`config.mk`:
```
export PLATFORM = sky130hd
export DESIGN_NAME = rr_stream_mux
export DESIGN_NICKNAME = d
export VERILOG_FILES = /design/src/rtl/rr_stream_mux_pkg.sv /design/src/rtl/rr_arbiter.sv /design/src/rtl/rr_stream_mux.sv
export SDC_FILE = /design/constraint.sdc
export NUM_CORES = 1
export LEC_CHECK = 0
export BUFFER_PORTS_ARGS = -buffer_cell sky130_fd_sc_hd__buf_2
export CORE_ASPECT_RATIO = 1.75
export CORE_MARGIN = 2
export CORE_UTILIZATION = 27
export DETAILED_ROUTE_END_ITERATION = 10
export PLACE_DENSITY_LB_ADDON = 0.3
export SYNTH_ARGS = -nofsm -noshare
export SYNTH_HDL_FRONTEND = slang
export SYNTH_SLANG_ARGS = --single-unit
```
`constraint.sdc`:
```
create_clock -name clk -period 2.9 [get_ports clk]
set_input_delay 0.29 -clock clk [delete_from_list [all_inputs] [get_ports clk]]
set_output_delay 0.29 -clock clk [all_outputs]
set_load 0.1 [all_outputs]
```
`src/rtl/rr_stream_mux_pkg.sv`:
```
// Shared constants for the round-robin stream mux slice.
// Enable/disable levels and zero/one widths used across the block.
package rr_stream_mux_pkg;

    localparam logic ENABLE  = 1'b1;
    localparam logic DISABLE = 1'b0;
    localparam int   ZERO_W  = 0;
    localparam int   ONE_W   = 1;

endpackage

```
`src/rtl/rr_arbiter.sv`:
```
// Round-robin arbiter: one-hot grant, search starts after the last grant.
// The pointer wraps modulo 2^IDX; padding ports never request.
module rr_arbiter
    import rr_stream_mux_pkg::*;
#(
    parameter  int PORT = 4,
    localparam int IDX  = $clog2(PORT)
) (
    input  logic            clk,
    input  logic            reset,
    input  logic [PORT-1:0] req,
    output logic [PORT-1:0] grant,
    output logic [IDX-1:0]  grant_idx,
    output logic            grant_any
);

    localparam int SPAN = 1 << IDX;

    logic [IDX-1:0]  ptr;
    logic [SPAN-1:0] req_pad;
    logic [SPAN-1:0] grant_pad;

    assign req_pad = SPAN'(req);
    assign grant   = grant_pad[PORT-1:0];

    always_comb begin
        logic [IDX-1:0] cand;
        cand      = '0;
        grant_pad = '0;
        grant_idx = '0;
        grant_any = DISABLE;
        for (int k = 0; k < SPAN; k++) begin
            cand = ptr + IDX'(k);
            if (!grant_any && req_pad[cand]) begin
                grant_pad[cand] = ENABLE;
                grant_idx       = cand;
                grant_any       = ENABLE;
            end
        end
    end

    always_ff @(posedge clk) begin
        if (reset) begin
            ptr <= '0;
        end else if (grant_any) begin
            ptr <= grant_idx + IDX'(ONE_W);
        end
    end

endmodule

```
`src/rtl/rr_stream_mux.sv`:
```
// N:1 valid/ready stream mux with round-robin fairness.
// A single registered output slot; arbitration only advances on accept.
module rr_stream_mux
    import rr_stream_mux_pkg::*;
#(
    parameter  int PORT = 4,
    parameter  int DATA = 32,
    localparam int IDX  = $clog2(PORT)
) (
    input  logic                 clk,
    input  logic                 reset,
    input  logic [PORT-1:0]      in_valid,
    output logic [PORT-1:0]      in_ready,
    input  logic [PORT*DATA-1:0] in_data,
    output logic                 out_valid,
    input  logic                 out_ready,
    output logic [DATA-1:0]      out_data,
    output logic [IDX-1:0]       out_idx
);

    logic            load_en;
    logic [PORT-1:0] req;
    logic [PORT-1:0] grant;
    logic [IDX-1:0]  grant_idx;
    logic            grant_any;
    logic [DATA-1:0] sel_data;

    // Requests are masked while the slot is stalled so the pointer holds.
    assign load_en  = ~out_valid | out_ready;
    assign req      = in_valid & {PORT{load_en & ~reset}};
    assign in_ready = grant;

    rr_arbiter #(
        .PORT(PORT)
    ) u_arb (
        .clk      (clk),
        .reset    (reset),
        .req      (req),
        .grant    (grant),
        .grant_idx(grant_idx),
        .grant_any(grant_any)
    );

    always_comb begin
        sel_data = '0;
        for (int i = 0; i < PORT; i++) begin
            sel_data = sel_data
                     | (in_data[i*DATA +: DATA] & {DATA{grant[i]}});
        end
    end

    always_ff @(posedge clk) begin
        if (reset) begin
            out_valid <= DISABLE;
            out_data  <= '0;
            out_idx   <= '0;
        end else if (load_en) begin
            out_valid <= grant_any;
            if (grant_any) begin
                out_data <= sel_data;
                out_idx  <= grant_idx;
            end
        end
    end

endmodule
```
* Word level (Yosys, flattened, before mapping)
Index checks and enable logic that the tools add are counted.
Storage, ports and cells: logic and storage cells 70, bits of input ports 135, register bits 37
Operators by class: reduce and logical (&&, ||, !) cells 11, bitwise logic cells 15, multiplexer cells 28, $lt $le $gt $ge 8, add/sub/neg operators 4
Operators by type and width (number):
- 32-bit AND | 4
- 32-bit bitwise OR | 3
- 4-bit 2-to-1 mux | 4
- 2-bit by 3-bit < comparator with 1-bit output (second input constant) | 4
- 1-bit 2-to-1 mux | 12
- 4-bit bitwise OR | 3
- 1-bit binary-select mux with 2-bit select | 4
- 1-bit demux with 2-bit select | 4
- 2-bit by 1-bit >= comparator with 1-bit output (second input constant) | 4
- 2-bit 2-to-1 mux | 4
- 1-bit logical AND | 7
- 2-bit by 1-bit adder with 2-bit output (second input constant) | 2
- 2-bit adder (second input constant) | 2
- 4-bit AND | 1
- 1-bit logical NOT | 3
- 1-bit inverter | 2
- 2-bit AND reduction | 1
- 1-bit AND | 1
- 1-bit bitwise OR | 1

* Logic depth before layout (Yosys ltp)
word-level depth 20, gate-level depth with buffers 11, mapped depth without buffers 8

* Modules after synthesis
A second synthesis with hierarchy kept.
Unflattened totals: cell total of the unflattened synthesis 260, area, all modules 2776.4 µm²
By module, submodules not included:
- rr_stream_mux | times used 1, cells an instance 206, area each 2264.7 µm², sequential area each 700.7 µm²
- rr_arbiter | times used 1, cells an instance 54, area each 511.7 µm², sequential area each 40.0 µm²

* Worst setup path before layout
OpenSTA, ideal clock, no wires.
kind register -> output, start point reg u_arb.ptr[0], end point out in_ready[2], data arrival time 3.746 ns, cell stages (with the launch flop) 10, path slack -1.136 ns, path buffers 2, cells stage by stage dfxtp_1 buf_2 inv_1 ha_1 buf_6 or3b_4 a2111oi_4 or2_1 a21boi_0 a31oi_1
Between the ends: cells in the longest elaborated chain, start to end 12, elaborated cells between the ends (all ways) 47, classes of those cells add/sub: 3; order compare: 8; mux: 23; bitwise: 3; reduce/logical: 10
Ends and longest elaborated chain:
- start, declared | RTL line rr_arbiter.sv:19 | logic [IDX-1:0] ptr;
- start signal, assigned | RTL line rr_arbiter.sv:46 | ptr <= grant_idx + IDX'(ONE_W);
- parallel branches: the longest is 11 deep, another holds 2-bit by 3-bit < comparator with 1-bit output
- 4-bit 2-to-1 mux (*) | RTL line rr_arbiter.sv:34 | if (!grant_any && req_pad[cand]) begin
- end, declared | RTL line rr_stream_mux.sv:13 | output logic [PORT-1:0] in_ready,
Every way passes the cells marked *. The select of a mux whose other input is x is not followed.

* Final worst setup path
start point reg u_arb.ptr[1], end point out in_ready[0]
The elaborated chain is that of the path after synthesis.

==> metrics.yaml <==
drive_gt1_share_pct: 45.2
nNetsFinal: 689
routed_wl_um: 12000
drt_iter0_markers: 144
ys_warn_count: 0
cp_max_fo: 5
final_common_cell: "buf_2"
tns_ps: 0
hold_class: "in -> reg"
hold_viol: 0
crit_path_start_kind: "flip-flop"
timing.max_cap.violations: 0
antennaDiodeCount: 0
worst_clock_skew_ps: 8.95
status: "completed"
drt_pass1_iterations: 4
post_drt_wl_per_cell_um: 17.6
die_h_um: 146
syn_inst: 378
worst-endpoint-required_ps: 2610
leakage_nw: 2.02
power.total_mw: 2.52
syn_avg_cell_area_um2: 8.18
clk_pin_slew_ps: 70
most-common-layout-cells: "buf_2, nand2_1, a21oi_1"
r2r_start: "u_arb.ptr[1]$_SDFFE_PP0N_"
antenna_found_initial: 0
drc: 0
cts_tree: "built"
viasPerCell: 5.21
ys_ff_latch: 37
die_w_um: 84.9
die_area_um2: 12400
period_needed_ps: 2830
grt_pass1_vias: 3589
cts-root-buf: "clkbuf_16"
max_slew_margin_pct: 48.9
vias: 3550
coreArea_um2: 11200
critPathLaunch: "u_arb.ptr[1]$_SDFFE_PP0N_"
synth_ff_type: "dfxtp_1"
dp_hpwl_um: 8510
synth_top_area_cell: "dfxtp_1"
async_flop_share_pct: 0
critPathKind: "reg -> out"
seq_area_frac_synth_pct: 24.0
cp-end-kind: "primary output"
setup_viol: 0
clock_latency_ps: 290
synthToLayoutAreaGrowth_pct: 44.0
synth_cell_types: 52
clockBufferDepth: 2
synth_area_leaders: "dfxtp_1, o21bai_1, o21a_1, a21oi_1, a22oi_1"
overflow: 0
power_density_nw_per_um2: 565
yosysTopAreaCellShare_pct: 24.0
drtAntennaViolNets: 0
synth.cell_area_um2: 3090
cts_sinks: 37
io_pins: 174
grt_use_total_pct: 18.1
cts_max_level: 2
fmax_mhz: 353
synth_edf_count: 0
hold_buffers: 0
tightest_slew_ps: 766
ir_drop_mv: 0.370
fin_crit_sh_pct: 97.6
rows: 51
grt_first_pass_wirelength_um: 17900
hp-start: "in_data[52]"
initial_core_util_pct: 27.7
cp.arrival_ps: 2540
syn_nets: 519
grt_max_degree: 33
place.gp.congestion: 0.899
drv_slew: 0
numPortBuffers: 173
numCtsBuffers: 5
per-layer routing:
| layer | vias up | GRT usage [%] | share of wire (%) |
|---|---|---|---|
| met5 | - | 0 | 0 |
| met4 | 0 | 5.71 | 2.3 |
| met3 | 16 | 2.33 | 4.6 |
| met2 | 121 | 35.7 | 57 |
| met1 | 1686 | 19.1 | 36 |
| li1 | 1727 | - | - |
metrics by stage:
step,setup WS [ps],hold WS [ps],cells,area (µm²),utilization [%]
6_report,69.3,249,681,4450,39.9
5_1_grt,-1.75,260,681,4450,39.9
4_1_cts,12.9,248,674,4350,39.0
3_5_place_dp,166,475,666,4160,37.3
3_3_place_gp,198,445,666,4160,37.3
2_1_floorplan,18.1,441,378,3130,-
Yosys cell counts (all sizes together), types with 2 or more instances:
library cell / count
buf: 23
inv: 35
nor2b: 2
dfxtp: 37
a22oi: 33
a21oi: 38
o21a: 34
ha: 6
nand2: 44
nor2: 6
a2111oi: 2
clkbuf: 10
a31oi: 36
mux4: 2
nand2b: 3
o21bai: 34
nand3b: 2
mux2i: 2
o21ai: 3
nor3: 5
state kept, by name, summed over array words and instances, names as in the netlist:
signal / flops
u_arb.ptr: 2
out_idx: 2
out_valid: 1
out_data: 32
report_power, final:
| part | leakage (nW) | total (mW) | switching, mW | internal (mW) |
|---|---|---|---|---|
| logic | 1.62 | 1.19 | 0.801 | 0.388 |
| clock network | 0.0944 | 0.745 | 0.248 | 0.497 |
| registers | 0.306 | 0.584 | 0.0252 | 0.559 |
| total | 2.02 | 2.52 | 1.07 | 1.44 |
cells by family after synthesis:
group / count (synthesis) / share of synthesized area [%]
AO/OA/AOI/OAI: 188 / 48.0
AND/OR/NAND/NOR: 73 / 11.8
buffers and inverters: 68 / 11.2
flip-flops: 37 / 24.0
adder cells (fa/ha/maj): 6 / 2.43
multiplexers: 4 / 2.10
XOR/XNOR: 2 / 0.567
critical path, cell delays in order, from the launching register on:
cell	delay (ps)
dfxtp_2	320
inv_1	130
ha_4	220
or3b_4	410
a2111oi_4	380
buf_4	190
o21ai_2	80
a31oi_4	220
buf_12	140
buf_12	170
worst paths after layout:
path                          endpoint  slack (ps)  depth (start not counted)
max                        in_ready[0]          70                          9
min          out_data[20]$_SDFFE_PP0P_         250                          3
max reg2reg  out_data[25]$_SDFFE_PP0P_         180                         11
min reg2reg    out_idx[0]$_SDFFE_PP0P_         480                          2
area by class of cell:
class,count,area [µm²]
inverter,35,134
sequential,37,743
timing repair buffer,195,1130
clock buffer,5,125
multi-input combinational,274,2080
fill,1145,6710
tap,132,165
clock inverter,3,68.8
timing repair:
item / CTS / global route
setup endpoints to repair: 0 / 34
resized for setup: 0 / 5
buffers inserted: 0 / 5
(Power assumes the default switching activity.)
